### config.mk
export PLATFORM = sky130hd
export DESIGN_NAME = hazard_scoreboard
export DESIGN_NICKNAME = d
export VERILOG_FILES = /design/src/rtl/pipe_pkg.sv /design/src/rtl/hazard_match.sv /design/src/rtl/hazard_scoreboard.sv
export SDC_FILE = /design/constraint.sdc
export NUM_CORES = 1
export LEC_CHECK = 0
export ABC_AREA = 1
export ABC_CLOCK_PERIOD_IN_PS = 1400
export CAP_MARGIN = 15
export CORE_ASPECT_RATIO = 1.25
export CORE_MARGIN = 3
export CORE_UTILIZATION = 40
export CTS_CLUSTER_DIAMETER = 120
export DETAILED_ROUTE_END_ITERATION = 10
export PLACE_DENSITY = 0.75
export SYNTH_ARGS = -nofsm -noshare
export SYNTH_HDL_FRONTEND = slang
export SYNTH_SLANG_ARGS = --single-unit
### constraint.sdc
create_clock -name clk -period 1.4 [get_ports clk]
set_input_delay 0.28 -clock clk [delete_from_list [all_inputs] [get_ports clk]]
set_output_delay 0.28 -clock clk [all_outputs]
set_load 0.02 [all_outputs]
### src/rtl/pipe_pkg.sv
// pipe_pkg: shared pipeline-stage entry type and widths for the hazard scoreboard
package pipe_pkg;
  localparam int REG_W = 5;
  localparam int XZR = 31;
  typedef struct packed {
    logic             valid;
    logic [REG_W-1:0] rd;
    logic             regwrite;
    logic             isload;
    logic             flagwrite;
  } stage_t;
  function automatic int fwd_w(input int depth);
    return $clog2(depth + 1);
  endfunction
endpackage

### src/rtl/hazard_match.sv
// hazard_match: youngest-writer search for one read port (0 = register file, k = stage k)
module hazard_match
  import pipe_pkg::*;
#(
  parameter int DEPTH = 3,
  parameter int ZERO_REG = XZR,
  parameter int FW = 2
) (
  input  logic [DEPTH-1:0]            wr_valid,
  input  logic [DEPTH-1:0][REG_W-1:0] wr_rd,
  input  logic [REG_W-1:0]            src,
  input  logic                        used,
  output logic [FW-1:0]               sel
);
  always_comb begin
    sel = '0;
    for (int k = DEPTH; k >= 1; k--)
      if (used && src != REG_W'(ZERO_REG) && wr_valid[k-1] && wr_rd[k-1] == src) sel = FW'(k);
  end
endmodule

### src/rtl/hazard_scoreboard.sv
// hazard_scoreboard: tracks in-flight writers, selects forwarding sources, detects load-use/flag stalls.
// Optional HAZARD_PERF_EN adds saturating stall/flush cycle counters.
module hazard_scoreboard
  import pipe_pkg::*;
#(
  parameter int DEPTH = 3,
  parameter int NPORTS = 2,
  parameter int ZERO_REG = XZR
) (
  input  logic                                clk,
  input  logic                                reset,
  input  logic                                issue_valid,
  input  logic [REG_W-1:0]                    issue_rd,
  input  logic                                issue_regwrite,
  input  logic                                issue_isload,
  input  logic                                issue_flagwrite,
  input  logic                                issue_flagread,
  input  logic [NPORTS-1:0][REG_W-1:0]        src_addr,
  input  logic [NPORTS-1:0]                   src_used,
  input  logic                                flush,
  output logic [NPORTS-1:0][fwd_w(DEPTH)-1:0] fwd_sel,
  output logic                                stall,
  output logic [DEPTH-1:0]                    stage_valid
`ifdef HAZARD_PERF_EN
  ,
  output logic [31:0]                         stall_cnt,
  output logic [31:0]                         flush_cnt
`endif
);
  localparam int FW = fwd_w(DEPTH);
  stage_t [DEPTH-1:0] stg;
  stage_t nxt;
  logic [DEPTH-1:0] wr_valid;
  logic [DEPTH-1:0][REG_W-1:0] wr_rd;
  logic [NPORTS-1:0] load_use;
  logic unused_tail;
  always_comb begin
    for (int i = 0; i < DEPTH; i++) begin
      stage_valid[i] = stg[i].valid;
      wr_valid[i] = stg[i].valid && stg[i].regwrite;
      wr_rd[i] = stg[i].rd;
    end
  end
  for (genvar p = 0; p < NPORTS; p++) begin : g_port
    hazard_match #(.DEPTH(DEPTH), .ZERO_REG(ZERO_REG), .FW(FW)) u_match (
      .wr_valid(wr_valid),
      .wr_rd(wr_rd),
      .src(src_addr[p]),
      .used(src_used[p]),
      .sel(fwd_sel[p])
    );
    assign load_use[p] = fwd_sel[p] == FW'(1) && stg[0].isload;
  end
  assign stall = issue_valid && !flush &&
                 (|load_use || (issue_flagread && stg[0].valid && stg[0].flagwrite));
  // regwrite is cleared on entry for XZR so the matcher never sees it as a producer
  assign nxt = '{valid: issue_valid && !stall && !flush, rd: issue_rd,
                 regwrite: issue_regwrite && issue_rd != REG_W'(ZERO_REG),
                 isload: issue_isload, flagwrite: issue_flagwrite};
  // the oldest entry's load/flag bits are only carried for uniformity of the shift
  assign unused_tail = stg[DEPTH-1].isload ^ stg[DEPTH-1].flagwrite;
  always_ff @(posedge clk or negedge reset) begin
    if (!reset) stg <= '0;
    else stg <= {stg[DEPTH-2:0], nxt};
  end
`ifdef HAZARD_PERF_EN
  always_ff @(posedge clk or negedge reset) begin
    if (!reset) begin
      stall_cnt <= '0;
      flush_cnt <= '0;
    end else begin
      stall_cnt <= stall_cnt + {31'd0, stall && stall_cnt != '1};
      flush_cnt <= flush_cnt + {31'd0, flush && flush_cnt != '1};
    end
  end
`endif
endmodule

==> metrics.log, run 1 <==
INFO  metric drt_iter0_drc = 21
INFO  metric p_int = 0.932 mW
INFO  metric syn-mean-instance-area = 7.72 sq um
INFO  metric synth_area = 1230 sq um
INFO  metric rsz0062_at_grt = yes
INFO  metric cts.reportedPaths.clkPinSlew = approximately 110 ps
INFO  metric synth_cells = 159
INFO  metric timing.fmax = 0.534 GHz
INFO  metric part_of_the_cycle_the_worst_path_needs = 1.34
INFO  metric die-width = 55.5 microns
INFO  metric vdd.ir_drop.worst = about 0.67 mV
INFO  metric critPathSlowestCell = sky130_fd_sc_hd__dfrtp_2
INFO  metric place_ws = -1050 ps
INFO  metric synth.yosys.warnings = 0
INFO  metric antenna_cells_inserted = 0
INFO  metric yosys_cell_types = 21
INFO  metric min-delay-path-class = in -> async
INFO  metric initial_core_util = 0.437
INFO  metric cts_htree_levels = 1
INFO  metric slew_violations = 0
INFO  metric cts.root.buffer_cell = sky130_fd_sc_hd__clkbuf_4
INFO  metric hpwlAfterDp = 2280 microns
INFO  metric setup_slack = -474 ps
INFO  metric remaining_drc_errors = 0
INFO  metric path_class = reg -> out
INFO  metric ant_nets_after_route = 0
INFO  metric finalNetCount = 224
INFO  metric dieArea = 3770 sq um
INFO  metric timing.critical_path.max_delay_family = flip-flops
INFO  metric violations = setup timing
INFO  metric die_height = 67.9 microns
INFO  metric globalRouteTotalUtil = 0.156
INFO  metric route.final.wire_length = around 2700 microns
INFO  metric insertion_delay = 300 ps
INFO  metric route.vias.total = between 1,000 and 1,500
INFO  metric setup-tns-final = -2180 ps
INFO  metric drive_above_1_share = 0.202
INFO  metric worst_slew_margin_rel = 0.818
INFO  metric synthesis.nets = 184
INFO  metric synth_sequential_area_ratio = 0.469
INFO  metric route.detailed.vias_per_inst = 4.84
INFO  metric fp.coreArea = 2810 sq um
INFO  metric netSwitchingFraction = 0.262
INFO  metric finalHoldViolCount = 0
INFO  metric grt_antenna_before_repair = 0
INFO  metric cpPeakStageDelay = 460 ps
INFO  metric cts_num_sinks = 23
INFO  metric cts_made_buffers = 3
INFO  metric rows = 21
INFO  metric area_delta_synth_final = 34.6%
INFO  metric startpoint_class = flop
INFO  metric finalWeightedCongestion = 0.875
INFO  metric critPathRequiredTime = 1120 ps
INFO  metric finalSetupViolations = 5
INFO  metric port_buffers = 32
INFO  metric setup.worst_path.end_class = primary output
INFO  metric critPathArrivalTime = 1590 ps
INFO  metric cts_tree = done
INFO  metric clock_skew = between 4 and 5 ps
INFO  metric p_seq_frac = 0.578
INFO  metric postSynthRegisterBits = 23
INFO  metric largest_net_degree_at_the_start_of_global_routing = 24
INFO  metric power.net_switching = ~0.33 mW
INFO  metric crit_path_cell_trace = xor2_2, nor3_2, nand3_2, a21o_1, buf_2
INFO  metric status = finished with violations
INFO  metric combinationalPowerShare = 0.198
INFO  metric max_slew.worst_pin.slew = 273 ps
INFO  metric power_per_cell_area = 764 nW/um^2
INFO  metric critPathMaxFanout = 3
INFO  metric p_leak = 0.830 nW
INFO  metric p_clk_frac = 0.223
INFO  metric io_pins = 33
INFO  metric grt-ovfl-total = 0
INFO  metric final_core_area_utilization = 0.587
INFO  metric critical_path.n_buffers_inverters = 1
INFO  metric grt_pass1_wl = about 4400 microns
INFO  metric first_pass_iters = 4
INFO  metric grt_pass1_vias = 1,080
INFO  metric final_period_minus_worst_setup_slack = 1870 ps
INFO  metric ctsLongestPathBuffers = 2
INFO  metric max_cap_violations = 0
INFO  metric wl_per_cell = 11.7 microns
registers in the layout, indices dropped and copies added, names as in the netlist:
name	cells
stg	20
stage_valid	3
per-stage QoR:
step | cell area (sq um) | hold WS [ps] | total power [mW] | cells
2_1_floorplan | 1230 | -15.6 | 0.853 | 159
3_3_place_gp | 1620 | 361 | 0.991 | 228
3_5_place_dp | 1620 | 381 | 0.999 | 228
4_1_cts | 1640 | 310 | 1.28 | 232
5_1_grt | 1650 | 334 | 1.34 | 232
6_report | 1650 | 310 | 1.26 | 232
power by group through the flow:
stage | registers, mW | logic, mW | clock network, mW
floorplan | 0.734 | 0.119 | 0
global placement | 0.740 | 0.251 | 0
detailed placement | 0.742 | 0.257 | 0
CTS | 0.729 | 0.251 | 0.296
global route | 0.735 | 0.277 | 0.323
finish | 0.730 | 0.250 | 0.282
worst paths after layout:
check / slack [ps] / cells after the start / start / to
worst max-delay path: -470 / 5 / stg[14]$_DFF_PN0_ / fwd_sel[0]
worst min-delay path: 310 / 2 / reset / stage_valid[0]$_DFF_PN0_
worst max register to register: 120 / 8 / stg[4]$_DFF_PN0_ / stage_valid[0]$_DFF_PN0_
worst min register to register: 400 / 0 / stg[11]$_DFF_PN0_ / stg[20]$_DFF_PN0_
max in group asynchronous: 860 / 2 / reset / stg[14]$_DFF_PN0_
min in group clk: 400 / 0 / stg[11]$_DFF_PN0_ / stg[20]$_DFF_PN0_
cells in the final DEF (no fill, tap or decap), types with 7 or more instances in the layout:
cell type                         Yosys  routed
sky130_fd_sc_hd__nand3_1              9       8
sky130_fd_sc_hd__dfrtp_1             23      22
sky130_fd_sc_hd__nand2_1             52      51
sky130_fd_sc_hd__xnor2_1              8       8
sky130_fd_sc_hd__clkdlybuf4s50_1      0      14
sky130_fd_sc_hd__nor2_1              15      13
sky130_fd_sc_hd__dlygate4sd2_1        0      10
sky130_fd_sc_hd__inv_1               19      17
sky130_fd_sc_hd__inv_2                5       7
sky130_fd_sc_hd__buf_4                3       7
layout make-up:
type | count | area (sq um)
clock buffer | 4 | 26.3
fill | 262 | 1160
inverter | 24 | 90.1
multi-input combinational | 109 | 582
sequential | 23 | 577
tap | 34 | 42.5
timing repair buffer | 38 | 334
what timing repair did:
action	4_1_cts	5_1_grt
endpoints found under the hold margin	0	0
setup buffers	0	0
hold buffers	0	0
setup endpoints to repair	9	7
pin swaps	3	1
gates resized for setup	47	10
synth_stat cells:
cell type | number | area share
sky130_fd_sc_hd__a21boi_1 | 1 | 0.0061
sky130_fd_sc_hd__a21o_1 | 1 | 0.0061
sky130_fd_sc_hd__a21oi_1 | 3 | 0.012
sky130_fd_sc_hd__and3_1 | 1 | 0.0051
sky130_fd_sc_hd__buf_4 | 3 | 0.018
sky130_fd_sc_hd__dfrtp_1 | 23 | 0.47
sky130_fd_sc_hd__inv_1 | 19 | 0.058
sky130_fd_sc_hd__inv_2 | 5 | 0.015
sky130_fd_sc_hd__nand2_1 | 52 | 0.16
sky130_fd_sc_hd__nand3_1 | 9 | 0.037
sky130_fd_sc_hd__nand3_2 | 2 | 0.016
sky130_fd_sc_hd__nand4_1 | 3 | 0.015
sky130_fd_sc_hd__nor2_1 | 15 | 0.046
sky130_fd_sc_hd__nor2_2 | 2 | 0.010
sky130_fd_sc_hd__nor3_1 | 3 | 0.012
sky130_fd_sc_hd__o211ai_1 | 1 | 0.0061
sky130_fd_sc_hd__o21a_1 | 1 | 0.0061
sky130_fd_sc_hd__o21ai_0 | 1 | 0.0041
sky130_fd_sc_hd__or2_2 | 1 | 0.0051
sky130_fd_sc_hd__xnor2_1 | 8 | 0.057
sky130_fd_sc_hd__xor2_1 | 5 | 0.036
kinds of logic after synthesis:
kind of cell              after synthesis  synth area share
AOI/OAI and AO/OA                       8            0.0408
xor gates and xnor gates               13            0.0928
buffers and inverters                  27            0.0917
DFF                                    23             0.469
and+or+nand+nor                        88             0.306
per-layer routing:
metal | vias up | global-route usage | share of wire
li1 | 562 | - | -
met1 | 514 | 0.155 | 0.38
met2 | 36 | 0.293 | 0.52
met3 | 10 | 0.0208 | 0.056
met4 | 0 | 0.128 | 0.041
met5 | - | 0 | 0
Power figures use the tool's default switching activity.
==> inputs of run 2 (changes only) <==
--- a/config.mk
+++ b/config.mk
@@ -9,7 +9,6 @@
 export ABC_CLOCK_PERIOD_IN_PS = 1400
 export CAP_MARGIN = 15
 export CORE_ASPECT_RATIO = 1.25
-export CORE_MARGIN = 3
 export CORE_UTILIZATION = 40
 export CTS_CLUSTER_DIAMETER = 120
 export DETAILED_ROUTE_END_ITERATION = 10
==> run 2 against run 1 <==
  * The flow still finishes with violations (setup timing)
  * Worst hold slack lost 11 ps
  * Non-clock buffer count grew 2
  * Routed wire length shrank 0.40%
  * Critical path type unchanged
  * Largest cell class unchanged
  * Largest power group unchanged
==> metrics.log, run 2 (synthesis gave the netlist of run 1 again) <==
INFO  metric status = finished with violations
INFO  metric violations = setup timing
INFO  metric finalHoldViolCount = 0
INFO  metric globalRouteTotalUtil = 0.188
INFO  metric min-delay-path-class = in -> async
INFO  metric finalWeightedCongestion = 0.877
INFO  metric final_period_minus_worst_setup_slack = around 1900 ps
INFO  metric route.final.wire_length = ~2700 microns
INFO  metric critPathRequiredTime = approximately 1100 ps
INFO  metric p_leak = 0.848 nW
INFO  metric clock_skew = 1.41 ps
INFO  metric initial_core_util = 0.421
INFO  metric stdcell_count = 236
INFO  metric route.vias.total = between 1,000 and 1,500
INFO  metric cts_tree = done
INFO  metric startpoint_class = flop
INFO  metric cts_num_sinks = 23
INFO  metric critical_path.n_buffers_inverters = 2
INFO  metric registers.top_by_ff_count = stg
INFO  metric crit_path_cell_trace = inv_2, nand2_1, nand2_1, nor2_1, nand2_1, nor2_2, nand2_2, a21boi_2, buf_6
INFO  metric setup_slack = -460 ps
INFO  metric timing.critical_path.to = fwd_sel[3]
INFO  metric worstRegToRegCells = 9
INFO  metric cpPeakStageDelay = 400 ps
INFO  metric worst_setup_path_startpoint = stg[5]$_DFF_PN0_
INFO  metric timing.critical_path.max_delay_family = simple AND/OR/NAND/NOR gates
INFO  metric fp.coreArea = between 2000 and 3000 sq um
INFO  metric drt_iter0_drc = 20
INFO  metric cts_made_buffers = 3
INFO  metric part_of_the_cycle_the_worst_path_needs = 1.33
INFO  metric critPathMaxFanout = 3
INFO  metric ff2ff_setup_slack = 220 ps
INFO  metric port_buffers = 32
INFO  metric power_per_cell_area = around 760 nW/um^2
INFO  metric dieArea = ~3300 sq um
INFO  metric wl_met1 = about 1100 microns
INFO  metric ctsLongestPathBuffers = 2
INFO  metric highest_layer = met4
INFO  metric ant_nets_after_route = 0
INFO  metric antenna_cells_inserted = 0
INFO  metric worstReg2RegEnd = stage_valid[0]$_DFF_PN0_
INFO  metric cts_hold_repair.buffers = 0
INFO  metric cpMostUsedCell = sky130_fd_sc_hd__nand2_1
INFO  metric layout.area.seq = 576 sq um
INFO  metric area_delta_synth_final = 38.0%
INFO  metric multi_input_comb_area = ~600 sq um
INFO  metric worst_slew_margin_rel = 0.809
INFO  metric cts.root.buffer_cell = sky130_fd_sc_hd__clkbuf_4
INFO  metric grt_antenna_before_repair = 0
INFO  metric dp.cells = 230
INFO  metric hpwlAfterDp = between 2000 and 2500 microns
INFO  metric path_class = reg -> out
INFO  metric layout_filler_cell_count = 294
INFO  metric largest_net_degree_at_the_start_of_global_routing = 24
INFO  metric remaining_drc_errors = 0
INFO  metric drive_above_1_share = 0.240
INFO  metric finalNetCount = approximately 230
INFO  metric max_cap_violations = 0
INFO  metric die-width = roughly 52 microns
INFO  metric timing.fmax = around 0.54 GHz
INFO  metric grt-ovfl-total = 0
INFO  metric route.detailed.vias_per_inst = 4.77
INFO  metric regToRegStartpoint = stg[5]$_DFF_PN0_
INFO  metric critPathArrivalTime = 1580 ps
INFO  metric cts.reportedPaths.clkPinSlew = 120 ps
INFO  metric critPathSlowestCell = sky130_fd_sc_hd__dfrtp_1
INFO  metric die_height = 63.9 microns
INFO  metric rsz0062_at_grt = yes
INFO  metric first_pass_iters = 4
INFO  metric cts_htree_levels = 1
INFO  metric rows = 22
INFO  metric cp_num_cells = 9
INFO  metric wl_per_cell = about 11 microns
INFO  metric insertion_delay = around 310 ps
INFO  metric met3_length = a little over 70 microns
INFO  metric slew_violations = 0
INFO  metric grt_pass1_vias = 1,096
INFO  metric largest_register_ffs = 20
INFO  metric max_slew.worst_pin.slew = approximately 290 ps
INFO  metric setup.worst_path.end_class = primary output
INFO  metric vdd.ir_drop.worst = around 0.55 mV
INFO  metric place_ws = -1140 ps
INFO  metric mostFrequentLayoutCell = sky130_fd_sc_hd__nand2_1
INFO  metric finalSetupViolations = 5
INFO  metric met2_wirelength = ~1500 microns
INFO  metric layout.cells.most_common_list = 50 x sky130_fd_sc_hd__nand2_1, 23 x sky130_fd_sc_hd__dfrtp_1, 15 x sky130_fd_sc_hd__inv_1
INFO  metric grt_pass1_wl = around 4500 microns
INFO  metric io_pins = 33
run 2: cell count changes in the layout (fill, tap and decap cells not counted), sizes merged:
cell           previous run  this run
buf                      13        15
dlygate4sd2              10        11
clkdlybuf4s15             1         0
clkbuf                    4         3
clkinv                    0         1
run 2: how the worst min path moves through the flow:
stage	from	endpoint	slack, ps	depth (start not counted)
4_1_cts	reset	stg[2]$_DFF_PN0_	300	2
2_1_floorplan	reset	stage_valid[0]$_DFF_PN0_	-20	0
3_5_place_dp	stg[11]$_DFF_PN0_	stg[20]$_DFF_PN0_	360	0
5_1_grt	reset	stage_valid[1]$_DFF_PN0_	310	2
3_3_place_gp	stg[11]$_DFF_PN0_	stg[20]$_DFF_PN0_	360	0
6_report	reset	stg[2]$_DFF_PN0_	300	2
run 2: final cells by class:
type                            count  share of cell area
Tap cell                           36              0.0266
Clock buffer                        3              0.0133
Clock inverter                      1             0.00295
Inverter                           24              0.0532
Sequential cell                    23               0.340
Timing Repair Buffer               40               0.212
Multi-Input combinational cell    109               0.352
run 2: what timing repair did:
item | 4_1_cts | 5_1_grt
gates resized for setup | 50 | 15
buffers inserted | 1 | 1
pin swaps | 6 | 7
setup endpoints to repair | 8 | 7
run 2: routing by layer:
layer  vias to the layer above  GRT usage
met5                         -          0
met4                         0     0.0980
li1                        570          -
met1                       517      0.204
met2                        30      0.351
met3                         9     0.0119
run 2: metrics by stage:
| stage | util | power (mW) | area (sq um) | hold WS, ps | TNS (ps) |
|---|---|---|---|---|---|
| after global placement | 0.556 | 0.992 | 1620 | 364 | -5270 |
| after CTS | 0.567 | 1.29 | 1650 | 301 | -2360 |
| final | 0.581 | 1.29 | 1690 | 299 | -2170 |
| after floorplan | - | 0.853 | 1230 | -15.6 | 0 |
| after detailed placement | 0.556 | 0.999 | 1620 | 362 | -5630 |
| after global routing | 0.581 | 1.38 | 1690 | 308 | -2720 |
run 2: where the power goes:
group	internal (mW)	leakage, nW	total, mW	switching [mW]
registers	0.699	0.272	0.726	0.0275
clock network	0.107	0.0177	0.301	0.194
logic	0.128	0.558	0.264	0.136
total	0.933	0.848	1.29	0.358
==> inputs of run 3 (changes only) <==
--- a/config.mk
+++ b/config.mk
@@ -9,10 +9,10 @@
 export ABC_CLOCK_PERIOD_IN_PS = 1400
 export CAP_MARGIN = 15
 export CORE_ASPECT_RATIO = 1.25
-export CORE_UTILIZATION = 40
+export CORE_UTILIZATION = 47
 export CTS_CLUSTER_DIAMETER = 120
 export DETAILED_ROUTE_END_ITERATION = 10
-export PLACE_DENSITY = 0.75
+export PLACE_DENSITY = 0.85
 export SYNTH_ARGS = -nofsm -noshare
 export SYNTH_HDL_FRONTEND = slang
 export SYNTH_SLANG_ARGS = --single-unit
==> run 3 against run 2 <==
  * The flow still finishes with violations (setup timing)
  * Worst hold slack worse by 2.8 ps
  * Global-route usage is 2.8 points higher
  * Sequential power hardly changed
  * Routed wire length is 4.3% higher
  * Power is 0.25% higher
  * Clock skew is 4.9 ps higher
  * Register-to-register slack hardly changed
  * Highest routed layer unchanged
==> metrics.log, run 3 (synthesis gave the netlist of run 1 again) <==
INFO  metric critPathRequiredTime = 1120 ps
INFO  metric vdd.ir_drop.worst = about 0.56 mV
INFO  metric antenna_cells_inserted = 0
INFO  metric area_delta_synth_final = 34.1%
INFO  metric max_cap_violations = 0
INFO  metric cts_num_sinks = 23
INFO  metric setup_slack = -512 ps
INFO  metric mostFrequentLayoutCell = sky130_fd_sc_hd__nand2_1
INFO  metric initial_core_util = 0.501
INFO  metric rows = 20
INFO  metric cpPeakStageDelay = 440 ps
INFO  metric cts_tree = done
INFO  metric dieArea = 2820 sq um
INFO  metric cts_htree_levels = 1
INFO  metric slew_violations = 0
INFO  metric route.detailed.vias_per_inst = 4.83
INFO  metric crit_path_cell_trace = xnor2_1, nand2_1, nor3_2, nand3_1, a21o_1, buf_6
INFO  metric cts_made_buffers = 3
INFO  metric status = finished with violations
INFO  metric critPathArrivalTime = 1630 ps
INFO  metric critical_path.n_buffers_inverters = 1
INFO  metric critPathSlowestCell = sky130_fd_sc_hd__dfrtp_1
INFO  metric port_buffers = 32
INFO  metric drt_iter0_drc = 19
INFO  metric registers.top_by_ff_count = stg
INFO  metric layout_filler_cell_count = 228
INFO  metric largest_net_degree_at_the_start_of_global_routing = 24
INFO  metric path_class = reg -> out
INFO  metric hold_ws = 296 ps
INFO  metric cts.reportedPaths.clkPinSlew = about 130 ps
INFO  metric cts.root.buffer_cell = sky130_fd_sc_hd__clkbuf_4
INFO  metric finalWeightedCongestion = 0.879
INFO  metric max_slew.worst_pin.slew = around 310 ps
INFO  metric p_leak = between 0.8 and 0.9 nW
INFO  metric drive_above_1_share = 0.192
INFO  metric worst_slew_margin_rel = 0.797
INFO  metric finalNetCount = 224
INFO  metric remaining_drc_errors = 0
INFO  metric die_height = 59.1 microns
INFO  metric largest_register_ffs = 20
INFO  metric layout.cells.most_common_list = 50 x sky130_fd_sc_hd__nand2_1, 23 x sky130_fd_sc_hd__dfrtp_1, 16 x sky130_fd_sc_hd__inv_1
INFO  metric critPathMaxFanout = 3
INFO  metric finalHoldViolCount = 0
INFO  metric ant_nets_after_route = 0
INFO  metric timing.fmax = around 0.52 GHz
INFO  metric finalSetupViolations = 5
INFO  metric grt_antenna_before_repair = 0
INFO  metric final_period_minus_worst_setup_slack = 1910 ps
INFO  metric route.final.wire_length = 2830 microns
INFO  metric grt_pass1_wl = 4220 microns
INFO  metric globalRouteTotalUtil = 0.216
INFO  metric route.vias.total = 1,115
INFO  metric io_pins = 33
INFO  metric fp.coreArea = 2450 sq um
INFO  metric wl_per_cell = roughly 12 microns
INFO  metric min-delay-path-class = in -> async
INFO  metric rsz0062_at_grt = yes
INFO  metric hpwlAfterDp = 2220 microns
INFO  metric setup-tns-final = -2340 ps
INFO  metric violations = setup timing
INFO  metric part_of_the_cycle_the_worst_path_needs = 1.37
INFO  metric die-width = 47.7 microns
INFO  metric first_pass_iters = 4
INFO  metric ctsLongestPathBuffers = 2
INFO  metric power_per_cell_area = 786 nW/um^2
INFO  metric insertion_delay = roughly 320 ps
INFO  metric cts_hold_repair.buffers = 0
INFO  metric timing.critical_path.max_delay_family = flip-flops
INFO  metric grt-ovfl-total = 0
INFO  metric clock_skew = 6.31 ps
INFO  metric setup.worst_path.end_class = primary output
INFO  metric grt_pass1_vias = 995
INFO  metric startpoint_class = flop
[run 3: final timing paths]
| check | from | to | slack [ps] | depth (start not counted) |
|---|---|---|---|---|
| worst max-delay path | stg[16]$_DFF_PN0_ | fwd_sel[0] | -510 | 6 |
| worst min-delay path | reset | stage_valid[0]$_DFF_PN0_ | 300 | 2 |
| worst max register to register | stg[3]$_DFF_PN0_ | stage_valid[0]$_DFF_PN0_ | 210 | 9 |
| worst min register to register | stg[11]$_DFF_PN0_ | stg[20]$_DFF_PN0_ | 400 | 0 |
| max in group asynchronous | reset | stg[24]$_DFF_PN0_ | 870 | 2 |
| min in group clk | issue_flagwrite | stg[0]$_DFF_PN0_ | 380 | 1 |
[run 3: power by group]
group | switching [mW] | total (mW) | internal, mW
clock | 0.206 | 0.313 | 0.107
sequential | 0.0298 | 0.729 | 0.699
combinational | 0.130 | 0.253 | 0.122
total | 0.366 | 1.29 | 0.928
[run 3: layer usage]
layer | track usage | routed length (microns) | vias to the layer above
met5 | 0 | 0 | -
li1 | - | - | 561
met3 | 0.0244 | 93 | 5
met1 | 0.271 | 1210 | 518
met2 | 0.359 | 1480 | 31
met4 | 0.0992 | 48 | 0
[run 3: cell type report]
class | count | area (sq um) | share of cell area
clock buffer | 3 | 22.5 | 0.0137
sequential | 23 | 576 | 0.350
timing repair buffer | 38 | 348 | 0.211
tap | 33 | 41.3 | 0.0251
clock inverter | 1 | 5.00 | 0.00304
inverter | 24 | 90.1 | 0.0547
multi-input combinational | 109 | 564 | 0.343
[run 3: timing repair]
item	CTS	global route
resized for setup	46	12
setup buffers	2	0
pin swaps	4	8
endpoints found under the setup margin	8	6
[run 3: metrics by stage]
step | std cells | util | instance area, sq um | setup slack (ps) | power [mW]
global route | 231 | 0.671 | 1650 | -613 | 1.35
global placement | 225 | 0.654 | 1600 | -1040 | 0.989
CTS | 231 | 0.664 | 1630 | -493 | 1.30
floorplan | 159 | - | 1230 | 18.9 | 0.853
detailed placement | 225 | 0.654 | 1600 | -1050 | 0.997
finish | 231 | 0.671 | 1650 | -512 | 1.29
